===== config.mk =====
export PLATFORM = sky130hd
export DESIGN_NAME = led_click_ctrlmod
export DESIGN_NICKNAME = d
export VERILOG_FILES = /design/src/rtl/led_click_ctrlmod_pkg.sv /design/src/rtl/led_click_ctrlmod_step_timer.sv /design/src/rtl/led_click_ctrlmod.sv
export SDC_FILE = /design/constraint.sdc
export NUM_CORES = 1
export LEC_CHECK = 0
export ABC_AREA = 1
export CAP_MARGIN = 20
export CORE_MARGIN = 1.5
export CORE_UTILIZATION = 30
export CTS_BUF_LIST = sky130_fd_sc_hd__clkbuf_8 sky130_fd_sc_hd__clkbuf_16
export CTS_CLUSTER_DIAMETER = 100
export DETAILED_ROUTE_END_ITERATION = 8
export RECOVER_POWER = 50
export SYNTH_ARGS = -nofsm -noshare
export SYNTH_HDL_FRONTEND = slang
export SYNTH_SLANG_ARGS = --single-unit

===== constraint.sdc =====
create_clock -name CLOCK -period 1.7 [get_ports CLOCK]
set_clock_uncertainty 0.15 [all_clocks]
set_input_delay 0.34 -clock CLOCK [delete_from_list [all_inputs] [get_ports CLOCK]]
set_output_delay 0.34 -clock CLOCK [all_outputs]
set_load 0.005 [all_outputs]

===== src/rtl/led_click_ctrlmod_pkg.sv =====
// Shared definitions for the click-driven LED running-light.
//   TIMER_W        : width of the auto-step timer
//   TRIG_*         : bit positions inside the 2-bit click-pulse bus
//   modeT          : HOLD / RUN mode encoding
//   DIR_LEFT/RIGHT : rotation direction encoding
//   T_STEP_DEFAULT : auto-step period in clocks (500 ms @ 50 MHz)
package led_click_ctrlmod_pkg;

    localparam int unsigned TIMER_W     = 28;
    localparam int unsigned TRIG_W      = 2;
    localparam int unsigned TRIG_SCLICK = 1;
    localparam int unsigned TRIG_DCLICK = 0;

    typedef enum logic {
        MODE_HOLD = 1'b0,
        MODE_RUN  = 1'b1
    } modeT;

    localparam logic DIR_LEFT  = 1'b0;
    localparam logic DIR_RIGHT = 1'b1;

    localparam logic [TIMER_W-1:0] T_STEP_DEFAULT = 28'd25_000_000;

endpackage


===== src/rtl/led_click_ctrlmod_step_timer.sv =====
// Free-running period timer for the RUN-mode auto-step.
//   CLOCK : system clock
//   RESET : synchronous active-high reset
//   en    : count while high, held at 0 while low
//   clr   : force count back to 0 this edge
//   done  : high while count sits at T-1 and the timer is enabled
//           (count wraps to 0 on the following edge, so this is a 1-cycle pulse)
module led_click_ctrlmod_step_timer
    import led_click_ctrlmod_pkg::*;
#(
    parameter logic [TIMER_W-1:0] T = T_STEP_DEFAULT
) (
    input  logic CLOCK,
    input  logic RESET,
    input  logic en,
    input  logic clr,
    output logic done
);

    logic [TIMER_W-1:0] count;
    logic               atEnd;

    assign atEnd = (count == (T - TIMER_W'(1)));
    assign done  = en && atEnd;

    // Count 0..T-1, self-clearing at the terminal count.
    always_ff @(posedge CLOCK) begin
        if (RESET || clr || !en) begin
            count <= '0;
        end else if (atEnd) begin
            count <= '0;
        end else begin
            count <= count + TIMER_W'(1);
        end
    end

endmodule


===== src/rtl/led_click_ctrlmod.sv =====
// One-hot LED running-light driven by single/double click pulses.
//   CLOCK : system clock, all state on rising edge
//   RESET : synchronous active-high reset
//   iTrig : [1] single-click pulse, [0] double-click pulse (1 cycle each)
//   oLED  : one-hot LED drive, bit0 = LED0
//   oMode : 0 = HOLD (manual step), 1 = RUN (auto step every T_STEP clocks)
//   oDir  : 0 = step left (i -> i+1), 1 = step right (i -> i-1)
//   oStep : 1-cycle pulse in the cycle oLED takes a new value
module led_click_ctrlmod
    import led_click_ctrlmod_pkg::*;
#(
    parameter int unsigned        LED_N  = 4,
    parameter logic [TIMER_W-1:0] T_STEP = T_STEP_DEFAULT
) (
    input  logic              CLOCK,
    input  logic              RESET,
    input  logic [TRIG_W-1:0] iTrig,
    output logic [LED_N-1:0]  oLED,
    output logic              oMode,
    output logic              oDir,
    output logic              oStep
);

    modeT             state;
    logic             sClick;
    logic             dClick;
    logic             tmrEn;
    logic             tmrClr;
    logic             tmrDone;
    logic [LED_N-1:0] ledRot;

    assign sClick = iTrig[TRIG_SCLICK];
    assign dClick = iTrig[TRIG_DCLICK];

    // Any click restarts the RUN period; in HOLD the timer is parked at 0.
    assign tmrEn  = (state == MODE_RUN);
    assign tmrClr = sClick || dClick;

    // One-position wrap-around rotation in the current direction.
    assign ledRot = (oDir == DIR_LEFT) ? {oLED[LED_N-2:0], oLED[LED_N-1]}
                                       : {oLED[0], oLED[LED_N-1:1]};

    assign oMode = (state == MODE_RUN);

    led_click_ctrlmod_step_timer #(
        .T     (T_STEP)
    ) uStepTimer (
        .CLOCK (CLOCK),
        .RESET (RESET),
        .en    (tmrEn),
        .clr   (tmrClr),
        .done  (tmrDone)
    );

    // Mode FSM plus LED/direction registers; double > single > timer expiry.
    always_ff @(posedge CLOCK) begin
        if (RESET) begin
            state <= MODE_HOLD;
            oLED  <= LED_N'(1);
            oDir  <= DIR_LEFT;
            oStep <= 1'b0;
        end else begin
            oStep <= 1'b0;
            case (state)
                MODE_HOLD: begin
                    if (dClick) begin
                        state <= MODE_RUN;
                    end else if (sClick) begin
                        oLED  <= ledRot;
                        oStep <= 1'b1;
                    end
                end
                MODE_RUN: begin
                    if (dClick) begin
                        state <= MODE_HOLD;
                    end else if (sClick) begin
                        oDir <= ~oDir;
                    end else if (tmrDone) begin
                        oLED  <= ledRot;
                        oStep <= 1'b1;
                    end
                end
                default: begin
                    state <= MODE_HOLD;
                end
            endcase
        end
    end

endmodule


==> results.md <==
* Vias in the first global route at between 1,500 and 2,000
* Leakage component of the power at ~0.97 nW
* Clock latency reported for the late side of the worst-skew pair at just under 0.3 ns
* Hold WC Path Type: reg2reg
* Startpoint-to-endpoint class of the critical path: reg2reg
* Num Clock Sinks at 35
* Mean instance size in the synthesized netlist at ~6.9 um^2
* Setup WS post-layout at -0.01880 ns
* Post-route DRC at 0
* Pint at 1.401 mW
* Clk slew on worst S/H paths at 0.07 ns
* Seq/Total Area, Yosys at 36.29%
* Storage cell area at 723.2 um^2
* Cell area after technology mapping at around 1900 um^2
* Final Net Count at 333
* Floorplan die height at between 80 and 90 um
* Inst Count DP at 388
* Worst-case vdd ir drop at 435.8 uV
* Final count of hold timing violations at 0
* Net switching fraction of the power at 22.02%
* Arrival time of data at the critical path endpoint at between 1.5 and 2 ns
* Die area at between 6000 and 7000 um^2
* Initial Util at a little under a third
* Length of the first detailed-routing pass in iterations at 4
* Placeable core region at 6277 um^2
* Critical-path maximum fanout at 8
* Synthesized net count at 287
* Least-Margin Pin Slew at roughly 0.32 ns
* Area taken by multi-input logic gates at roughly 1200 um^2
* Final count of negative-setup-slack endpoints at 9
* Final WL at 4.932 mm
* Number of vias per cell after detailed routing at around 4.7
* Hold Path Sink: uStepTimer.count[27]
* Site row count at 29
* TritonCTS clock tree: built
* Total power per unit cell area at about 670 nW/um^2
* Series of cell instances along the critical path: ha_4 > nand2_4 > nor2_4 > nand2_2 > nor2_4 > nand2_2 > nand3_4 > clkbuf_16 > nor2_1
* Dominant cell type by area after synthesis: dfxtp_1
* Clock buffer count from CTS at 5
* Root buffer cell: clkbuf_8
* Number of standard cells in the layout, taps in and fillers out at around 400
* Hold wc startpoint: uStepTimer.count[27]
* R2r setup slk at -0.02 ns
* Prevailing post-synth register cell: dfxtp_1
* Largest cells by area after synthesis: dfxtp_1 (36%), nand2_1 (12%), nor2_1 (8.6%), inv_1 (6.2%), nand3_1 (5.2%)
* Gate family responsible for the most delay along the worst path: simple AND/OR/NAND/NOR gates
* Count of different cell masters after synthesis at 29
* Depth of the worst register-to-register path at 9
* Largest net degree at the start of global routing at 18
* Layout cells sized above 1 at between 20% and 30%
* Launching point of the worst reg2reg path: uStepTimer.count[0]
* Maximum single-stage delay on the critical path at about 0.36 ns
* Endpoint kind of the worst setup timing path: flip-flop
* Clock network fraction of total power at a little over two fifths
* Net switching power of the design at about 0.40 mW
* Warnings from Yosys at 0
* Run status: complete, but fails checks
* Combinational group share of total power at roughly 9%
* Endpoint of the worst-slack reg-to-reg timing path: uStepTimer.count[1]
* ANT nets after route at 0
* Max Buffers Root-to-Sink at 2
* Worst hold path depth at 2
* Top cells by count, synth: nand2_1 (64), nor2_1 (44), dfxtp_1 (35)
* Overflow left after global routing at 0
* Remaining max-slew budget at the tightest pin at between 70% and 80%
* Drt wl/cell at between 10 and 15 um
* Failing checks: setup timing
* Overall routing resource usage at 13.63%
* Initial antenna violation count at 0
* Placer Congestion at just over 0.9
* Unrepaired setup endpoints after global routing: true
* Antenna Cells at 0
* Final worst path period share at 101.1%
* Post-DP HPWL at 3.480 mm
* Data required, critical path at between 1.5 and 2 ns
* Fillers at ~650
* Most repeated cell in the gate-level netlist after synthesis: nand2_1
* Seq pwr share at between 40% and 50%
* Sum Neg Setup Slack at -0.1157 ns
* Setup crit start kind: flip-flop
* Cell with the largest stage delay on the worst path: dfxtp_2
* Number of buffers added to fix hold violations after cts at 0
* Number of max-cap violations at 0
* Iteration-0 DRC count of the detailed router at between 100 and 150
* Total power at 1.796 mW
* Synthesis-stage register bit count at 35
* Async set or reset register ratio after synthesis at 0%
* I/O Pins at 11
* Count of flip-flops with a built-in enable after synthesis at 0
* Total via count in the routed design at 1,914
* Cells after synthesis at 280
* Global-route wire length before repair at between 7 and 8 mm
* Max Transition Viols Final at 0
* CP Buf/Inv Count at 1
* Count of buffers inserted at the top-level ports at 10
* Top cell type's share of synthesized area at a little over a third
* Number of H-tree levels at 2
* Layout overhead on the synthesized area at 39.01%
* Maximum achievable frequency at around 0.58 GHz
* Final Critical Period at 1.719 ns
* Horizontal die dimension at roughly 83 um
metrics by stage:
step	instance area, um^2	hold slack (ns)	setup slack [ns]	utilization (%)
3_5_place_dp	2302	0.3064	-0.1663	36.68
2_1_floorplan	1931	0.2567	0.04343	-
5_1_grt	2684	0.3525	-0.06294	42.75
3_3_place_gp	2302	0.2986	-0.1223	36.68
6_report	2684	0.3199	-0.01880	42.75
4_1_cts	2424	0.3246	0.002659	38.61
cell usage in the layout, fill, tap and decap left out, types with 3 or more instances in the layout:
| cell type | instances |
|---|---|
| xnor2_1 | 3 |
| o21ai_0 | 6 |
| nor2_4 | 6 |
| nor3b_1 | 3 |
| inv_1 | 31 |
| nor2_1 | 33 |
| nand2_4 | 3 |
| dfxtp_2 | 12 |
| nand3b_1 | 3 |
| nor3_1 | 8 |
| dfxtp_1 | 21 |
| buf_12 | 3 |
| nand2_2 | 6 |
| xor2_1 | 6 |
| buf_4 | 24 |
| nand4_1 | 8 |
| nor3_2 | 5 |
| clkbuf_8 | 6 |
| nor2_2 | 10 |
| a21oi_1 | 13 |
| clkdlybuf4s50_1 | 10 |
| nand2_1 | 62 |
| nand3_1 | 19 |
tightest hold or removal path, cell delays in order, from the launching register on:
cell and delay (ns):
dfxtp_1 0.31, nand2_1 0.06, a21oi_1 0.05
cell families after synthesis:
kind of cell | synth area share, %
AND/OR/NAND/NOR | 44.20
flip-flops | 36.29
buffers and inverters | 7.388
AO/OA/AOI/OAI | 6.092
XOR/XNOR | 4.083
adder cells (fa/ha/maj) | 1.944
layout make-up:
class                           count  area share (%)
Multi-Input combinational cell    212           45.78
Sequential cell                    35           26.95
Timing Repair Buffer               40           14.83
Inverter                           32           4.476
Tap cell                           77           3.590
Clock buffer                        6           3.077
Clock inverter                      2           1.305
sequential cells by signal, indices dropped and copies added (netlist names):
signal and cells:
oStep 1, oLED 4, oDir 1, oMode 1, uStepTimer.count 28
metal layers:
metal | GRT usage, % | vias to the layer above | part of all wire [%]
li1 | - | 996 | -
met1 | 18.49 | 870 | 50
met2 | 20.92 | 36 | 44
met3 | 3.181 | 12 | 4.0
met4 | 5.303 | 0 | 1.9
met5 | 0 | - | 0
timing repair:
action,in CTS,in global routing
pin swaps,0,7
buffers inserted,0,5
cloned,0,3
gates resized for setup,2,47
setup endpoints to repair,6,38
power groups by stage:
stage	clock network (mW)	logic (mW)	registers [mW]
final	0.783	0.160	0.854
after global routing	0.846	0.176	0.855
after CTS	0.805	0.136	0.854
after detailed placement	0	0.136	0.871
after global placement	0	0.135	0.872
after floorplan	0	0.0630	0.871
worst max path at each step:
stage	cells past startpoint	to	slack, ns	from
4_1_cts	1	oLED[2]	0.003	oLED[2]
6_report	9	uStepTimer.count[1]	-0.02	uStepTimer.count[0]
3_3_place_gp	7	oLED[1]	-0.12	iTrig[0]
2_1_floorplan	6	oLED[1]	0.04	oMode
5_1_grt	9	uStepTimer.count[5]	-0.06	uStepTimer.count[0]
3_5_place_dp	6	uStepTimer.count[7]	-0.17	iTrig[0]
No activity file was read; power rests on OpenSTA's default activity.
==> variant (same flow settings) <==
Reset style: asynchronous (`RESET`), changed in one clocked block. Comments in the files are not updated.
--- a/src/rtl/led_click_ctrlmod.sv
+++ b/src/rtl/led_click_ctrlmod.sv
@@ -53,7 +53,7 @@
     );
 
     // Mode FSM plus LED/direction registers; double > single > timer expiry.
-    always_ff @(posedge CLOCK) begin
+    always_ff @(posedge CLOCK or posedge RESET) begin
         if (RESET) begin
             state <= MODE_HOLD;
             oLED  <= LED_N'(1);
Check against the original RTL: differs if RESET is asserted again (counterexample within 4 cycles, from zero or initial values and one cycle with RESET high); with RESET held inactive, the same outputs for 10 cycles.
==> variant against the original RTL <==
Synthesized cell count is 2.1% higher. Setup slack improved by 0.092 ns. Via count fell by 2.1%. Largest cell class unchanged. Sequential cell count unchanged. Wire length decreased by 3.5%. Register-to-register slack gained 0.12 ns. Hold slack got worse by 0.023 ns. Area after synthesis about the same. Cell area down 9.1%.
Power is not compared: it rests on default switching activity, and its combinational part moved more than twofold at a synthesized area within 25%.
==> variant: results (changes against the original RTL) <==
run status: finished clean
Clock buffer cells: 6 (unchanged)
sequential share of cell area: 30.3% (+3.4 points)
dpl cell area: 0.00226 mm2 (-2.0%)
Worst path slowest cell: clkdlybuf4s50_1
multi-input gates: 215 (+1.4%)
synthesized net count: 293 (+2.1%)
first-pass GRT wire length: 7750 um (-0.18%)
largest net degree at the start of global routing: 29 (+11)
layout cells sized above 1: 15.6% (-13 points)
worst path arrival time: 1.14 ns (-0.62 ns)
Maximum Capacitance Violations: 0 (unchanged)
number of non-clock buffers in the layout: 35 (-13%)
GRT Resource Usage Total: 14.0% (+0.37 points)
worst-skew pair later-pin latency: 0.29 ns (about the same)
inverters: 33 (+3.1%)
routability cong.: 0.883 (-4.0%)
pre-CTS WS: -0.187 ns (-0.0211 ns)
Placed Cells: 390 (+0.52%)
post-DP HPWL: 3490 um (+0.23%)
buffer share of cell area: 12.9% (-1.9 points)
max incr delay on CP: 0.50 ns (+0.14 ns)
Post-synth top cells: 85 x nand2_1, 46 x nor2_1, 33 x inv_1, 28 x dfxtp_1, 21 x a21oi_1
vias in the first global route: 1682 (-1.6%)
Compound-Gate Fraction of Synth Area: 6.74% (+0.64 points)
Leak: 0.809 nW
Area contributors post-synth: dfxtp_1 29%, nand2_1 17%, nor2_1 8.9%
initial DRC count: 156 (+21%)
FFs w/ async S/R, synth: 20.0% (+20 points)
area share of fa/ha/maj cells after synthesis: 1.94% (about the same)
post-synthesis sequential area ratio: 38.1% (+1.9 points)
Finished Cell Area: 0.00244 mm2 (-9.1%)
clock network area share: 3.75% (-0.64 points)
ys flop type: dfxtp_1
clock sink total: 35 (unchanged)
clock-pin transition on the worst setup and hold timing paths: 0.07 ns (about the same)
CP max FO: 2 (-6)
H-tree lvl count: 2 (unchanged)
via count: 1874 (-2.1%)
final std cells w/o fill: 403 (-0.25%)
multi-input combinational cell area: 0.00107 mm2 (-13%)
Wirelength per Cell: 11.8 um (-3.3%)
Unique masters post-synth: 25 (-14%)
Synth Cell Area: 0.00193 mm2 (about the same)
mean cell area of the mapped netlist: 6.75 um2 (-2.0%)
filler instances: 661 (+1.2%)
mux cell area share after synthesis: 0% (unchanged)
HP Class: in -> async
worst slew pin tran: 0.379 ns (+0.0589 ns)
xor-xnor portion of the synthesized cell area: 3.17% (-0.91 points)
PortBufs: 10 (unchanged)
Largest delay share family, worst path: buffers and inverters
Layout Nets: 332 (-0.30%)
[variant: cell types whose count changed after synthesis, sizes merged, moves of 2 or more]
cell / unedited run / this run
or2: 3 / 1
dfrtp: 0 / 6
dfxtp: 35 / 28
a31oi: 2 / 0
nand3: 22 / 15
nor3b: 4 / 0
a21oi: 15 / 21
nand2: 70 / 88
xor2: 6 / 3
[variant: final timing paths]
| path | from | endpoint | slack, ns | cells past startpoint |
|---|---|---|---|---|
| setup reg to reg | uStepTimer.count[18] | uStepTimer.count[19] | 0.10 | 8 |
| min in group CLOCK | uStepTimer.count[27] | uStepTimer.count[27] | 0.31 | 2 |
| max in group asynchronous | RESET | oLED[0] | 0.83 | 2 |
| hold reg to reg | uStepTimer.count[27] | uStepTimer.count[27] | 0.31 | 2 |
| hold / removal | RESET | oLED[2] | 0.30 | 2 |
| setup / recovery | oDir | oDir | 0.07 | 1 |
[variant: power groups by stage]
stage          Clock, W  Sequential [W]  Combinational, W
2_1_floorplan         0        0.000993          0.000283
3_3_place_gp          0        0.000991          0.000559
3_5_place_dp          0        0.000985          0.000571
4_1_cts        0.000652        0.000958          0.000611
5_1_grt        0.000673        0.000967          0.000707
6_report       0.000627        0.000957          0.000635
[variant: per-layer routing]
metal	track usage (%)	wire, um
met3	2.68	160
met5	0	0
met2	21.2	2070
met4	5.61	99
met1	19.6	2430
[variant: repair_timing]
| action | in CTS | in global routing |
|---|---|---|
| cloned | 0 | 2 |
| buffers inserted | 3 | 0 |
| gates resized for setup | 2 | 12 |
| pin swaps | 0 | 3 |
| setup endpoints to repair | 3 | 36 |
[variant: cells by family (layout without fill, tap and decap cells)]
kind of cell / Yosys count / after routing
compound gates: 26 / 26
xor+xnor: 7 / 7
fa+ha+maj: 3 / 3
buf+inv: 36 / 76
flops: 35 / 35
simple gates: 179 / 179
